File: src/rtl/demux_1to2_buf.sv
// demux_1to2_buf
//   Steers one valid/ready input stream to one of two destinations. Each word
//   A is tagged with sel (0 -> C0, 1 -> C1). A 2-entry in-order buffer sits
//   between the input and the outputs. Routing is strict head-of-line: only
//   the oldest word is offered, on the side named by its sel.
//
// Ports
//   clk, rst               rising-edge clock, synchronous active-high reset
//   in_valid/in_ready      input handshake; A is the data, sel the destination
//   out0_valid/out0_ready  destination 0 handshake, data on C0 (0 when idle)
//   out1_valid/out1_ready  destination 1 handshake, data on C1 (0 when idle)
//   cnt0, cnt1             words delivered per destination, wrapping

module demux_1to2_buf #(
    parameter int unsigned WIDTH = 32,
    parameter int unsigned CNT_W = 16
) (
    input  logic             clk,
    input  logic             rst,
    input  logic             in_valid,
    output logic             in_ready,
    input  logic [WIDTH-1:0] A,
    input  logic             sel,
    output logic             out0_valid,
    input  logic             out0_ready,
    output logic [WIDTH-1:0] C0,
    output logic             out1_valid,
    input  logic             out1_ready,
    output logic [WIDTH-1:0] C1,
    output logic [CNT_W-1:0] cnt0,
    output logic [CNT_W-1:0] cnt1
);

    typedef struct packed {
        logic             sel;
        logic [WIDTH-1:0] data;
    } entry_t;

    localparam logic [CNT_W-1:0] CntOne = {{(CNT_W-1){1'b0}}, 1'b1};

    // head_q is always the oldest word; tail_q is only meaningful at occupancy 2.
    entry_t           head_q, head_d;
    entry_t           tail_q, tail_d;
    entry_t           new_entry;
    logic [1:0]       occ_q, occ_d;
    logic [CNT_W-1:0] cnt0_q, cnt0_d;
    logic [CNT_W-1:0] cnt1_q, cnt1_d;

    logic has_head;
    logic push;
    logic pop0;
    logic pop1;
    logic pop;

    // Everything offered outward depends only on registered state.
    always_comb begin
        has_head   = (occ_q != 2'd0);
        in_ready   = (occ_q != 2'd2);
        out0_valid = has_head & ~head_q.sel;
        out1_valid = has_head & head_q.sel;
        C0         = out0_valid ? head_q.data : '0;
        C1         = out1_valid ? head_q.data : '0;
        cnt0       = cnt0_q;
        cnt1       = cnt1_q;
    end

    always_comb begin
        new_entry.sel  = sel;
        new_entry.data = A;
        push = in_valid & in_ready;
        pop0 = out0_valid & out0_ready;
        pop1 = out1_valid & out1_ready;
        pop  = pop0 | pop1;
    end

    always_comb begin
        head_d = head_q;
        tail_d = tail_q;
        occ_d  = occ_q;
        cnt0_d = cnt0_q;
        cnt1_d = cnt1_q;

        if (push && pop) begin
            // Only reachable at occupancy 1: the new word replaces the head.
            head_d = new_entry;
        end else if (pop) begin
            head_d = tail_q;
            tail_d = '0;
            occ_d  = occ_q - 2'd1;
        end else if (push) begin
            if (occ_q == 2'd0) begin
                head_d = new_entry;
            end else begin
                tail_d = new_entry;
            end
            occ_d = occ_q + 2'd1;
        end

        if (pop0) begin
            cnt0_d = cnt0_q + CntOne;
        end
        if (pop1) begin
            cnt1_d = cnt1_q + CntOne;
        end
    end

    always_ff @(posedge clk) begin
        if (rst) begin
            head_q <= '0;
            tail_q <= '0;
            occ_q  <= 2'd0;
            cnt0_q <= '0;
            cnt1_q <= '0;
        end else begin
            head_q <= head_d;
            tail_q <= tail_d;
            occ_q  <= occ_d;
            cnt0_q <= cnt0_d;
            cnt1_q <= cnt1_d;
        end
    end

endmodule

File: config.mk
export PLATFORM = sky130hd
export DESIGN_NAME = demux_1to2_buf
export DESIGN_NICKNAME = d
export VERILOG_FILES = /design/src/rtl/demux_1to2_buf.sv
export SDC_FILE = /design/constraint.sdc
export NUM_CORES = 1
export LEC_CHECK = 0
export BUFFER_PORTS_ARGS = -buffer_cell sky130_fd_sc_hd__buf_2
export CELL_PAD_IN_SITES_DETAIL_PLACEMENT = 2
export CELL_PAD_IN_SITES_GLOBAL_PLACEMENT = 2
export CORE_MARGIN = 5
export CORE_UTILIZATION = 32
export CTS_CLUSTER_DIAMETER = 150
export DETAILED_ROUTE_END_ITERATION = 16
export GPL_TIMING_DRIVEN = 1
export PLACE_DENSITY = 0.94
export SLEW_MARGIN = 20
export SYNTH_ARGS = -nofsm -noshare
export SYNTH_HDL_FRONTEND = slang
export SYNTH_SLANG_ARGS = --single-unit
export TNS_END_PERCENT = 20
File: constraint.sdc
create_clock -name clk -period 3.88 [get_ports clk]
set_input_delay 0.388 -clock clk [delete_from_list [all_inputs] [get_ports clk]]
set_output_delay 0.388 -clock clk [all_outputs]
set_load 0.05 [all_outputs]
==> reports/results.tsv, run 1 <==
stage	metric	value	unit
clock_tree	H-tree depth	3	
yosys	fraction of registers with async set or reset after synthesis	0	%
drt	Vias	4359	
power	Int Power	1.68	mW
power	Clock Power Share	34.4	%
critical_path	setup slack, reg-to-reg	1.38	ns
power	Static Leak	2.46	nW
drt	initial drt markers	146	
critical_path	Crit. End Element	primary output	
yosys	mapped cell area	0.00461	mm²
yosys	Synth area leader	dfxtp_1	
clock_tree	total setup buffers inserted after CTS	0	
clock_tree	CTS Buffer Depth	2	
yosys	Mean Syn Cell Area	8.88	µm²
die	Rows	43	
global_routing	vias in the first global route	4824	
yosys	adder-cell share of the synthesized area	0.543	%
timing	Tmin final	2.70	ns
critical_path	r2r endpoint	head_q[20]	
drt	drt drc	0	
drt	Routed WL per cell	19.3	µm
clock_tree	root buf cell	clkbuf_16	
drt	post-route ant nets	0	
critical_path	CP cell instances	o21ba_1 > buf_4 > and2_1 > buf_2	
hold_path	hold path start	A[6]	
clock_tree	total CTS buffers	9	
power	combinational power share	19.7	%
clock_tree	post-CTS sizing	0	
cells_and_area	antenna cells	0	
yosys	library cells used by synthesis	42	
outcome	run status	finished clean	
hold_path	hold crit path type	in -> reg	
clock_tree	clk sinks	100	
power	sequential power share	45.8	%
yosys	post-synthesis mux area share	0.217	%
critical_path	crit start category	flop	
timing	Final setup viols	0	
cells_and_area	Post-layout nets	672	
yosys	top-area cell type share of the netlist area	43.4	%
global_routing	initial antenna violation count	2	
timing	endpoints failing hold	0	
placed_design	Port Buf Inserts	136	
cells_and_area	Area growth, synth to finish	21.8	%
placed_design	DP HPWL	11100	µm
timing	Slew HR	36.5	%
yosys	Post-Synth Simple-Gate Area	27.4	%
critical_path	CP arrival	2.31	ns
timing	fin. max-slew vios	0	
yosys	Syn Nets	559	
yosys	Top FF cell, synth	dfxtp_1	
power	Peak supply drop	0.000199	V
yosys	largest family of logic cells by synthesized area	simple AND/OR/NAND/NOR gates	
timing	hold_ws	0.270	ns
yosys	compound-gate portion of the synthesized area	19.6	%
timing	Fmax	0.370	GHz
critical_path	FF-to-FF path depth	5	
critical_path	critical path type	reg -> out	
yosys	synth top area cells	dfxtp_1 43%, and2_1 8.8%, nand2_1 6.6%, a22o_1 6.3%, nor2_1 4.5%	
cells_and_area	# fillers	1571	
critical_path	Crit path buffers/inverters	2	
clock_tree	CTS tree	done	
critical_path	Top delay family on crit path	buffers and inverters	
global_routing	GR Util All Layers	18.9	%
yosys	xor/xnor share of the synthesized area	3.61	%
clock_tree	Reg clk slew, reported paths	0.07	ns
power	sw power	822	µW
placed_design	RePlAce Congestion	0.721	
flow_run	max cap viols	0	
timing	setup tns final	0	ns
hold_path	Cells on Worst Hold Path	2	
yosys	Ys Warns	0	
die	Initial Utilization	33.0	%
timing	clk_skew	0.00970	ns
critical_path	CP peak stage delay	0.61	ns
timing	Final Cycle Share	69.6	%
clock_tree	worst skew pair latency	0.35	ns
global_routing	pin count of the biggest net entering global routing	42	
power	PD cells	446	mW/mm²
drt	drt pass-1 iters	4	
critical_path	Req. time, crit path	3.49	ns
global_routing	GRT overflow	0	
drt	WL final	15700	µm
die	Die Y	130	µm
clock_tree	hold buffer count at cts	0	
die	I/O pins	137	
yosys	sequential fraction of the synthesis area	43.4	%
yosys	number of synthesized register bits	100	
hold_path	hold path endpoint	tail_q[6]	
critical_path	CP Launch Point	occ_q[0]	
die	area of the die	0.0169	mm²
timing	Least-Margin Pin Slew	0.951	ns
critical_path	slowest CP cell	dfxtp_1	
critical_path	Crit Reg-Reg Startpoint	occ_q[0]	
yosys	cells after synthesis	519	
yosys	Post-synth EDFFs	0	
cells_and_area	fraction of layout cells with a size suffix above 1	28.1	%
die	core box area	0.0140	mm²
global_routing	first-pass GRT wire length	25300	µm
timing	RSZ-0062 raised after global routing	false	
critical_path	CP Max Fanout	32	
power	Sw Share	32.8	%
die	Die W	130	µm
drt	vias per inst	5.34	
-- through the flow --
stage          instances  power, mW  utilization, %  setup WS (ns)  cell area [µm²]
2_1_floorplan        519       1.53               -           1.67             4610
3_3_place_gp         801       1.63            38.1           1.35             5330
3_5_place_dp         801       1.67            38.1           1.10             5330
4_1_cts              817       2.54            40.1          0.931             5610
5_1_grt              817       2.62            40.1          0.993             5620
6_report             817       2.50            40.1           1.18             5620
-- cells by family (layout without fill, tap and decap cells) --
logic type | Yosys count | count (layout)
xor gates and xnor gates | 19 | 19
and+or+nand+nor | 253 | 253
buffers and inverters | 40 | 158
AOI/OAI and AO/OA | 104 | 104
DFF | 100 | 100
adders and majority gates | 2 | 2
muxes | 1 | 1
-- routing by layer --
metal  global-route usage [%]  vias to the layer above  wire, µm
met5                        0                        -        27
met4                     4.89                        4       257
met3                     6.14                       27       902
met2                     33.6                      110      8010
met1                     21.9                     2171      6550
li1                         -                     2047         -
-- how the worst max path moves through the flow --
stage / slack (ns) / depth (start not counted) / to
5_1_grt: 0.99 / 4 / C0[12]
6_report: 1.18 / 4 / C0[2]
4_1_cts: 0.93 / 3 / C1[31]
3_5_place_dp: 1.10 / 6 / head_q[20]
3_3_place_gp: 1.35 / 6 / head_q[9]
2_1_floorplan: 1.67 / 4 / C1[22]
-- worst reg2reg max path, stage by stage, from the launching register on --
cell and delay (ns):
dfxtp_1 0.45, or2_2 0.37, a21oi_4 0.59, buf_4 0.53, nor2_1 0.12, a311oi_1 0.34
-- power by group through the flow --
stage	sequential [mW]	combinational, mW	clock, mW
global route	1.16	0.533	0.928
finish	1.15	0.494	0.862
CTS	1.15	0.502	0.893
detailed placement	1.17	0.500	0
global placement	1.16	0.471	0
floorplan	1.15	0.382	0
-- area by class of cell --
type                       instances  area, µm²  share of cell area, %
clock buffer                      11        243                   4.32
timing repair buffer             141        718                   12.8
clock inverter                     5       36.3                  0.646
tap                              180        225                   4.01
sequential                       100       2000                   35.7
inverter                           1       3.75                 0.0668
multi-input combinational        379       2390                   42.5
-- flip-flops by register name (all words and copies together), names as in the netlist --
signal  cells
head_q     33
tail_q     33
cnt0       16
cnt1       16
occ_q       2
-- cells in the mapped netlist, drive strengths merged, types with 2 or more instances --
master,instances
ha,2
or3,6
and4,2
and2,65
nand4,10
xor2,14
a211oi,2
o21ai,7
nor2,55
o31ai,6
clkbuf,15
nand2,81
nand2b,2
or4,6
a21oi,17
a22o,33
and3,5
dfxtp,100
or2,2
nor3,3
a311oi,33
nand3,14
buf,24
xnor2,5
-- placed cells by master, fill, tap and decap left out, types with 9 or more instances in the layout --
| master | instances |
|---|---|
| and2_1 | 65 |
| buf_2 | 136 |
| nand4_1 | 10 |
| xor2_1 | 14 |
| clkbuf_16 | 9 |
| nand3_1 | 11 |
| a22o_1 | 33 |
| dfxtp_1 | 100 |
| a21oi_1 | 15 |
| nand2_1 | 81 |
| a311oi_1 | 23 |
| nor2_1 | 55 |
| a311oi_2 | 10 |
Note: power is estimated with default switching activity, not from simulation.
==> run 2: changes to the inputs <==
--- a/config.mk
+++ b/config.mk
@@ -9,11 +9,11 @@
 export CELL_PAD_IN_SITES_DETAIL_PLACEMENT = 2
 export CELL_PAD_IN_SITES_GLOBAL_PLACEMENT = 2
 export CORE_MARGIN = 5
-export CORE_UTILIZATION = 32
+export CORE_UTILIZATION = 27
 export CTS_CLUSTER_DIAMETER = 150
 export DETAILED_ROUTE_END_ITERATION = 16
 export GPL_TIMING_DRIVEN = 1
-export PLACE_DENSITY = 0.94
+export PLACE_DENSITY = 0.86
 export SLEW_MARGIN = 20
 export SYNTH_ARGS = -nofsm -noshare
 export SYNTH_HDL_FRONTEND = slang
==> constraint.sdc (replaced) <==
create_clock -name clk -period 2.2 [get_ports clk]
set_input_delay 0.22 -clock clk [delete_from_list [all_inputs] [get_ports clk]]
set_output_delay 0.22 -clock clk [all_outputs]
set_load 0.05 [all_outputs]
==> run 2 against run 1 <==
- worst setup slack worse by 1.0 ns
- global-route usage down 2.6 points
- largest power group unchanged
- highest routed layer unchanged
- first-iteration DRC count is 2.1% lower
==> reports/results.tsv, run 2 (synthesis results as in run 1) <==
stage	metric	value	unit	change
drt	drt drc	0		unchanged
clock_tree	CTS Buffer Depth	2		unchanged
critical_path	Req. time, crit path	1.98	ns	-1.51 ns
power	Int Power	3.24	mW	+92%
hold_path	hold crit path type	in -> reg		
drt	drt pass-1 iters	6		+2
critical_path	CP arrival	1.80	ns	-0.51 ns
drt	WL final	16000	µm	+1.6%
timing	endpoints failing hold	0		unchanged
drt	Routed WL per cell	18.5	µm	-4.2%
clock_tree	worst skew pair latency	0.35	ns	about the same
placed_design	DP HPWL	11400	µm	+2.4%
critical_path	CP Max Fanout	21		-34%
timing	Tmin final	2.02	ns	
placed_design	Place WS	0.287	ns	-0.812 ns
power	sw power	1.46	mW	+77%
timing	Final Cycle Share	92.0	%	
power	PD cells	804	mW/mm²	+80%
power	Peak supply drop	0.000361	V	+81%
critical_path	CP Launch Point	occ_q[0]		
cells_and_area	most common cell after layout, fill and taps aside	buf_2		
flow_run	max cap viols	0		unchanged
global_routing	GRT overflow	0		unchanged
critical_path	Crit Reg-Reg Startpoint	cnt0[0]		
clock_tree	root buf cell	clkbuf_16		
placed_design	RePlAce Congestion	0.740		+2.7%
die	core box area	0.0166	mm²	+19%
cells_and_area	final instance area	0.00584	mm²	+3.9%
cells_and_area	# fillers	1880		+20%
critical_path	Crit. End Element	primary output		
clock_tree	CTS tree	done		
power	Clock Power Share	37.3	%	+2.9 points
timing	setup tns final	0	ns	unchanged
die	area of the die	0.0198	mm²	+17%
timing	Least-Margin Pin Slew	0.443	ns	-0.508 ns
global_routing	GR Util All Layers	16.3	%	-2.6 points
timing	Final setup viols	0		unchanged
drt	initial drt markers	143		-2.1%
global_routing	initial antenna violation count	4		+2
drt	post-route ant nets	0		unchanged
drt	vias per inst	5.10		-4.4%
critical_path	crit start category	flop		
clock_tree	Reg clk slew, reported paths	0.07	ns	about the same
cells_and_area	Finished Core Util	35.1	%	-5.1 points
die	Die Y	141	µm	+8.2%
cells_and_area	fraction of layout cells with a size suffix above 1	29.1	%	+1.0 points
power	combinational power share	19.5	%	-0.2 points
critical_path	critical path type	reg -> out		
die	Rows	47		+9.3%
placed_design	dpl cell area	0.00550	mm²	+3.2%
power	Sw Share	31.0	%	-1.8 points
power	Static Leak	2.54	nW	+3.2%
clock_tree	total CTS buffers	9		unchanged
timing	fin. max-slew vios	0		unchanged
cells_and_area	largest registers	head_q: 33 flops, tail_q: 33 flops		
critical_path	r2r endpoint	cnt0[10]		
die	Initial Utilization	27.7	%	-5.3 points
outcome	run status	finished clean		
cells_and_area	Area growth, synth to finish	26.6	%	
die	I/O pins	137		unchanged
die	Die W	141	µm	+8.2%
clock_tree	clk sinks	100		unchanged
placed_design	Port Buf Inserts	136		unchanged
timing	RSZ-0062 raised after global routing	false		
clock_tree	H-tree depth	3		unchanged
critical_path	FF-to-FF path depth	5		unchanged
cells_and_area	Post-layout nets	680		+1.2%
timing	clk_skew	0.00736	ns	-0.00234 ns
timing	Fmax	0.494	GHz	
cells_and_area	commonest non-fill, non-tap cells in the layout	136 x buf_2, 98 x dfxtp_1, 81 x nand2_1		
global_routing	first-pass GRT wire length	26100	µm	+3.2%
global_routing	pin count of the biggest net entering global routing	67		+60%
clock_tree	hold buffer count at cts	0		unchanged
drt	Vias	4417		+1.3%
critical_path	Critical Path Sink	C1[12]		
power	sequential power share	43.1	%	-2.7 points
critical_path	setup slack, reg-to-reg	0.39	ns	-0.99 ns
timing	fin worst setup slack	0.176	ns	-1.00 ns
global_routing	vias in the first global route	4873		+1.0%
timing	Slew HR	70.5	%	+34 points
## run 2: cell count changes in the layout (fill, tap and decap cells not counted), sizes merged
cell and delta:
buf +8, bufinv +2, clkinv -1, clkinvlp -1, diode +1
## run 2: through the flow
| stage | hold slack, ns | power, mW | std cells |
|---|---|---|---|
| 4_1_cts | 0.0792 | 4.78 | 865 |
| 6_report | 0.0998 | 4.69 | 866 |
| 3_3_place_gp | 0.453 | 2.94 | 849 |
| 5_1_grt | 0.0877 | 4.92 | 866 |
| 2_1_floorplan | 0.353 | 2.70 | 519 |
| 3_5_place_dp | 0.457 | 2.99 | 849 |
## run 2: layout make-up
cell class | count | area, µm² | share of cell area [%]
Sequential cell | 100 | 2000 | 34.3
Tap cell | 220 | 275 | 4.72
Inverter | 1 | 3.75 | 0.0643
Multi-Input combinational cell | 379 | 2380 | 40.8
Clock buffer | 11 | 243 | 4.16
Antenna cell | 1 | 2.50 | 0.0429
Clock inverter | 5 | 83.8 | 1.44
Timing Repair Buffer | 149 | 841 | 14.4
## run 2: per-layer routing
metal  part of all wire, %  GRT usage [%]  routed length (µm)  up-vias
met2                    50           28.4                7980      122
met5                  0.21              0                  34        -
met1                    42           19.0                6760     2197
li1                      -              -                   -     2068
met4                   1.3           4.03                 202        6
met3                   6.4           5.93                1020       24
## run 2: power groups by stage
stage / registers (mW) / clock network [mW] / logic (mW)
after global routing: 2.04 / 1.89 / 0.992
final: 2.02 / 1.75 / 0.917
after global placement: 2.05 / 0 / 0.883
after CTS: 2.03 / 1.82 / 0.931
after floorplan: 2.03 / 0 / 0.674
after detailed placement: 2.06 / 0 / 0.923
## run 2: how the worst min path moves through the flow
stage	start	endpoint	slack, ns	depth (start not counted)
floorplan	A[0]	tail_q[0]	0.35	1
global placement	A[27]	tail_q[27]	0.45	2
detailed placement	A[14]	tail_q[14]	0.46	2
CTS	A[14]	tail_q[14]	0.08	2
global route	A[2]	tail_q[2]	0.09	2
finish	A[14]	tail_q[14]	0.1	2
## run 2: repair_timing
item                       4_1_cts  5_1_grt
buffers inserted                 0        0
cloned                           0        0
gates resized for setup          2        1
setup endpoints to repair       30       44
## run 2: worst max-delay path, cell delays in order (launching register included)
cell and delay, ns:
dfxtp_2 0.48, o21a_1 0.27, buf_4 0.27, and2_1 0.16
buf_2 0.26
==> run 3: changes to the inputs <==
--- a/config.mk
+++ b/config.mk
@@ -5,14 +5,17 @@
 export SDC_FILE = /design/constraint.sdc
 export NUM_CORES = 1
 export LEC_CHECK = 0
+export ABC_CLOCK_PERIOD_IN_PS = 2200
 export BUFFER_PORTS_ARGS = -buffer_cell sky130_fd_sc_hd__buf_2
 export CELL_PAD_IN_SITES_DETAIL_PLACEMENT = 2
 export CELL_PAD_IN_SITES_GLOBAL_PLACEMENT = 2
+export CORE_ASPECT_RATIO = 0.75
 export CORE_MARGIN = 5
 export CORE_UTILIZATION = 27
 export CTS_CLUSTER_DIAMETER = 150
 export DETAILED_ROUTE_END_ITERATION = 16
 export GPL_TIMING_DRIVEN = 1
+export MAX_ROUTING_LAYER = met4
 export PLACE_DENSITY = 0.86
 export SLEW_MARGIN = 20
 export SYNTH_ARGS = -nofsm -noshare
==> run 3 against run 2 <==
- critical path depth did not move
- maximum frequency is 2.9% lower
- die area rose by 0.14%
- combinational power is 1% higher
- flip-flop and latch count stayed put
- worst setup slack got worse by 0.061 ns
- final area down 0.51%
- non-clock buffer count increased by 6
==> reports/results.tsv, run 3 (synthesis results as in run 1) <==
stage	metric	value	unit	change
outcome	run status	finished clean		
clock_tree	hold buffer count at cts	0		unchanged
timing	setup tns final	0	ns	unchanged
cells_and_area	Area growth, synth to finish	25.9	%	
drt	drt drc	0		unchanged
timing	fin. max-slew vios	0		unchanged
clock_tree	Reg clk slew, reported paths	0.08	ns	about the same
cells_and_area	Multi-input gate area	0.00238	mm²	unchanged
global_routing	first-pass GRT wire length	26200	µm	+0.66%
die	Rows	41		-13%
global_routing	vias in the first global route	4948		+1.5%
cells_and_area	commonest non-fill, non-tap cells in the layout	136 x buf_2, 99 x dfxtp_1, 81 x nand2_1		
hold_path	hold crit path type	in -> reg		
die	Die W	161	µm	+14%
cells_and_area	largest registers	head_q: 33 flops, tail_q: 33 flops		
clock_tree	CTS Buffer Depth	2		unchanged
critical_path	FF-to-FF path depth	6		+1
timing	hold_ws	0.0990	ns	-0.000811 ns
drt	WL final	16200	µm	+1.4%
timing	Final Cycle Share	94.7	%	+2.8 points
critical_path	critical path type	reg -> out		
clock_tree	total setup buffers inserted after CTS	0		unchanged
timing	Tmin final	2.08	ns	+0.0607 ns
clock_tree	clk sinks	100		unchanged
clock_tree	total CTS buffers	9		unchanged
placed_design	Port Buf Inserts	136		unchanged
die	Initial Utilization	27.5	%	-0.22 points
clock_tree	root buf cell	clkbuf_16		
drt	drt pass-1 iters	4		-2
clock_tree	H-tree depth	3		unchanged
drt	initial drt markers	114		-20%
die	Die Y	123	µm	-12%
hold_path	hold path start	A[0]		
placed_design	RePlAce Congestion	0.812		+9.7%
flow_run	max cap viols	0		unchanged
global_routing	GR Util All Layers	17.1	%	+0.80 points
critical_path	crit start category	flop		
cells_and_area	most common cell after layout, fill and taps aside	buf_2		
cells_and_area	fraction of layout cells with a size suffix above 1	29.5	%	+0.35 points
critical_path	Crit. End Element	primary output		
drt	vias per inst	5.01		-1.7%
cells_and_area	FF/Latch Area	0.00200	mm²	about the same
critical_path	setup slack, reg-to-reg	0.36	ns	-0.03 ns
die	I/O pins	137		unchanged
timing	clk_skew	0.0101	ns	+0.00270 ns
cells_and_area	Post-layout nets	686		+0.88%
global_routing	GRT overflow	0		unchanged
die	area of the die	0.0198	mm²	+0.14%
power	Peak supply drop	0.000326	V	-9.7%
timing	endpoints failing hold	0		unchanged
critical_path	r2r endpoint	head_q[28]		
placed_design	DP HPWL	11900	µm	+4.4%
drt	post-route ant nets	0		unchanged
drt	Routed WL per cell	18.7	µm	+1.0%
hold_path	hold path endpoint	tail_q[0]		
timing	Fmax	0.480	GHz	-2.9%
timing	Least-Margin Pin Slew	0.502	ns	+0.0589 ns
critical_path	Req. time, crit path	1.98	ns	about the same
hold_path	Cells on Worst Hold Path	2		unchanged
global_routing	pin count of the biggest net entering global routing	51		-24%
critical_path	CP arrival	1.86	ns	+0.06 ns
clock_tree	post-CTS sizing	1		-1
global_routing	initial antenna violation count	3		-1
timing	Final setup viols	0		unchanged
timing	Slew HR	66.5	%	-3.9 points
critical_path	Crit Reg-Reg Startpoint	occ_q[0]		
power	Static Leak	2.55	nW	+0.24%
drt	Vias	4358		-1.3%
timing	RSZ-0062 raised after global routing	false		
die	core box area	0.0168	mm²	+0.80%
cells_and_area	# fillers	1929		+2.6%
clock_tree	worst skew pair latency	0.36	ns	about the same
clock_tree	CTS tree	done		
critical_path	CP Max Fanout	26		+24%
power	PD cells	790	mW/mm²	-1.8%
run 3: metal layers:
layer	GRT usage, %	share of wire [%]
met1	19.9	44
met2	29.5	51
met3	4.20	3.8
met4	5.33	1.8
met5	-	0
run 3: worst max path at each step:
stage | start | endpoint | slack [ns]
finish | head_q[32] | C0[19] | 0.12
global route | head_q[32] | C0[19] | 0.002
CTS | head_q[32] | C0[6] | 0.07
detailed placement | occ_q[1] | cnt0[14] | 0.33
global placement | occ_q[1] | cnt0[10] | 0.47
floorplan | occ_q[0] | C1[22] | 0.16
run 3: area by class of cell:
class	count	share of cell area [%]
inverter	1	0.0647
timing repair buffer	155	14.5
multi-input combinational	379	41.0
tap	215	4.63
sequential	100	34.5
antenna	3	0.129
clock buffer	10	3.94
clock inverter	6	1.23
run 3: worst max-delay path: stages (launching register included):
cell     delay, ns
dfxtp_1       0.38
o21ba_1       0.35
buf_4         0.30
and2_1        0.19
buf_2         0.28
run 3: where the power goes:
part	switching (mW)	total (mW)	internal, mW
sequential	0.0912	2.01	1.92
combinational	0.646	0.926	0.280
clock	0.754	1.65	0.894
total	1.49	4.59	3.10
run 3: metrics by stage:
stage	cell area, µm²	util, %	std cells	worst slack, ns	power [mW]
floorplan	4610	-	519	0.156	2.70
global placement	5490	32.7	850	0.474	2.93
detailed placement	5490	32.7	850	0.328	2.99
CTS	5790	34.5	866	0.0718	4.64
global route	5810	34.6	869	0.00166	4.79
finish	5810	34.6	869	0.116	4.59
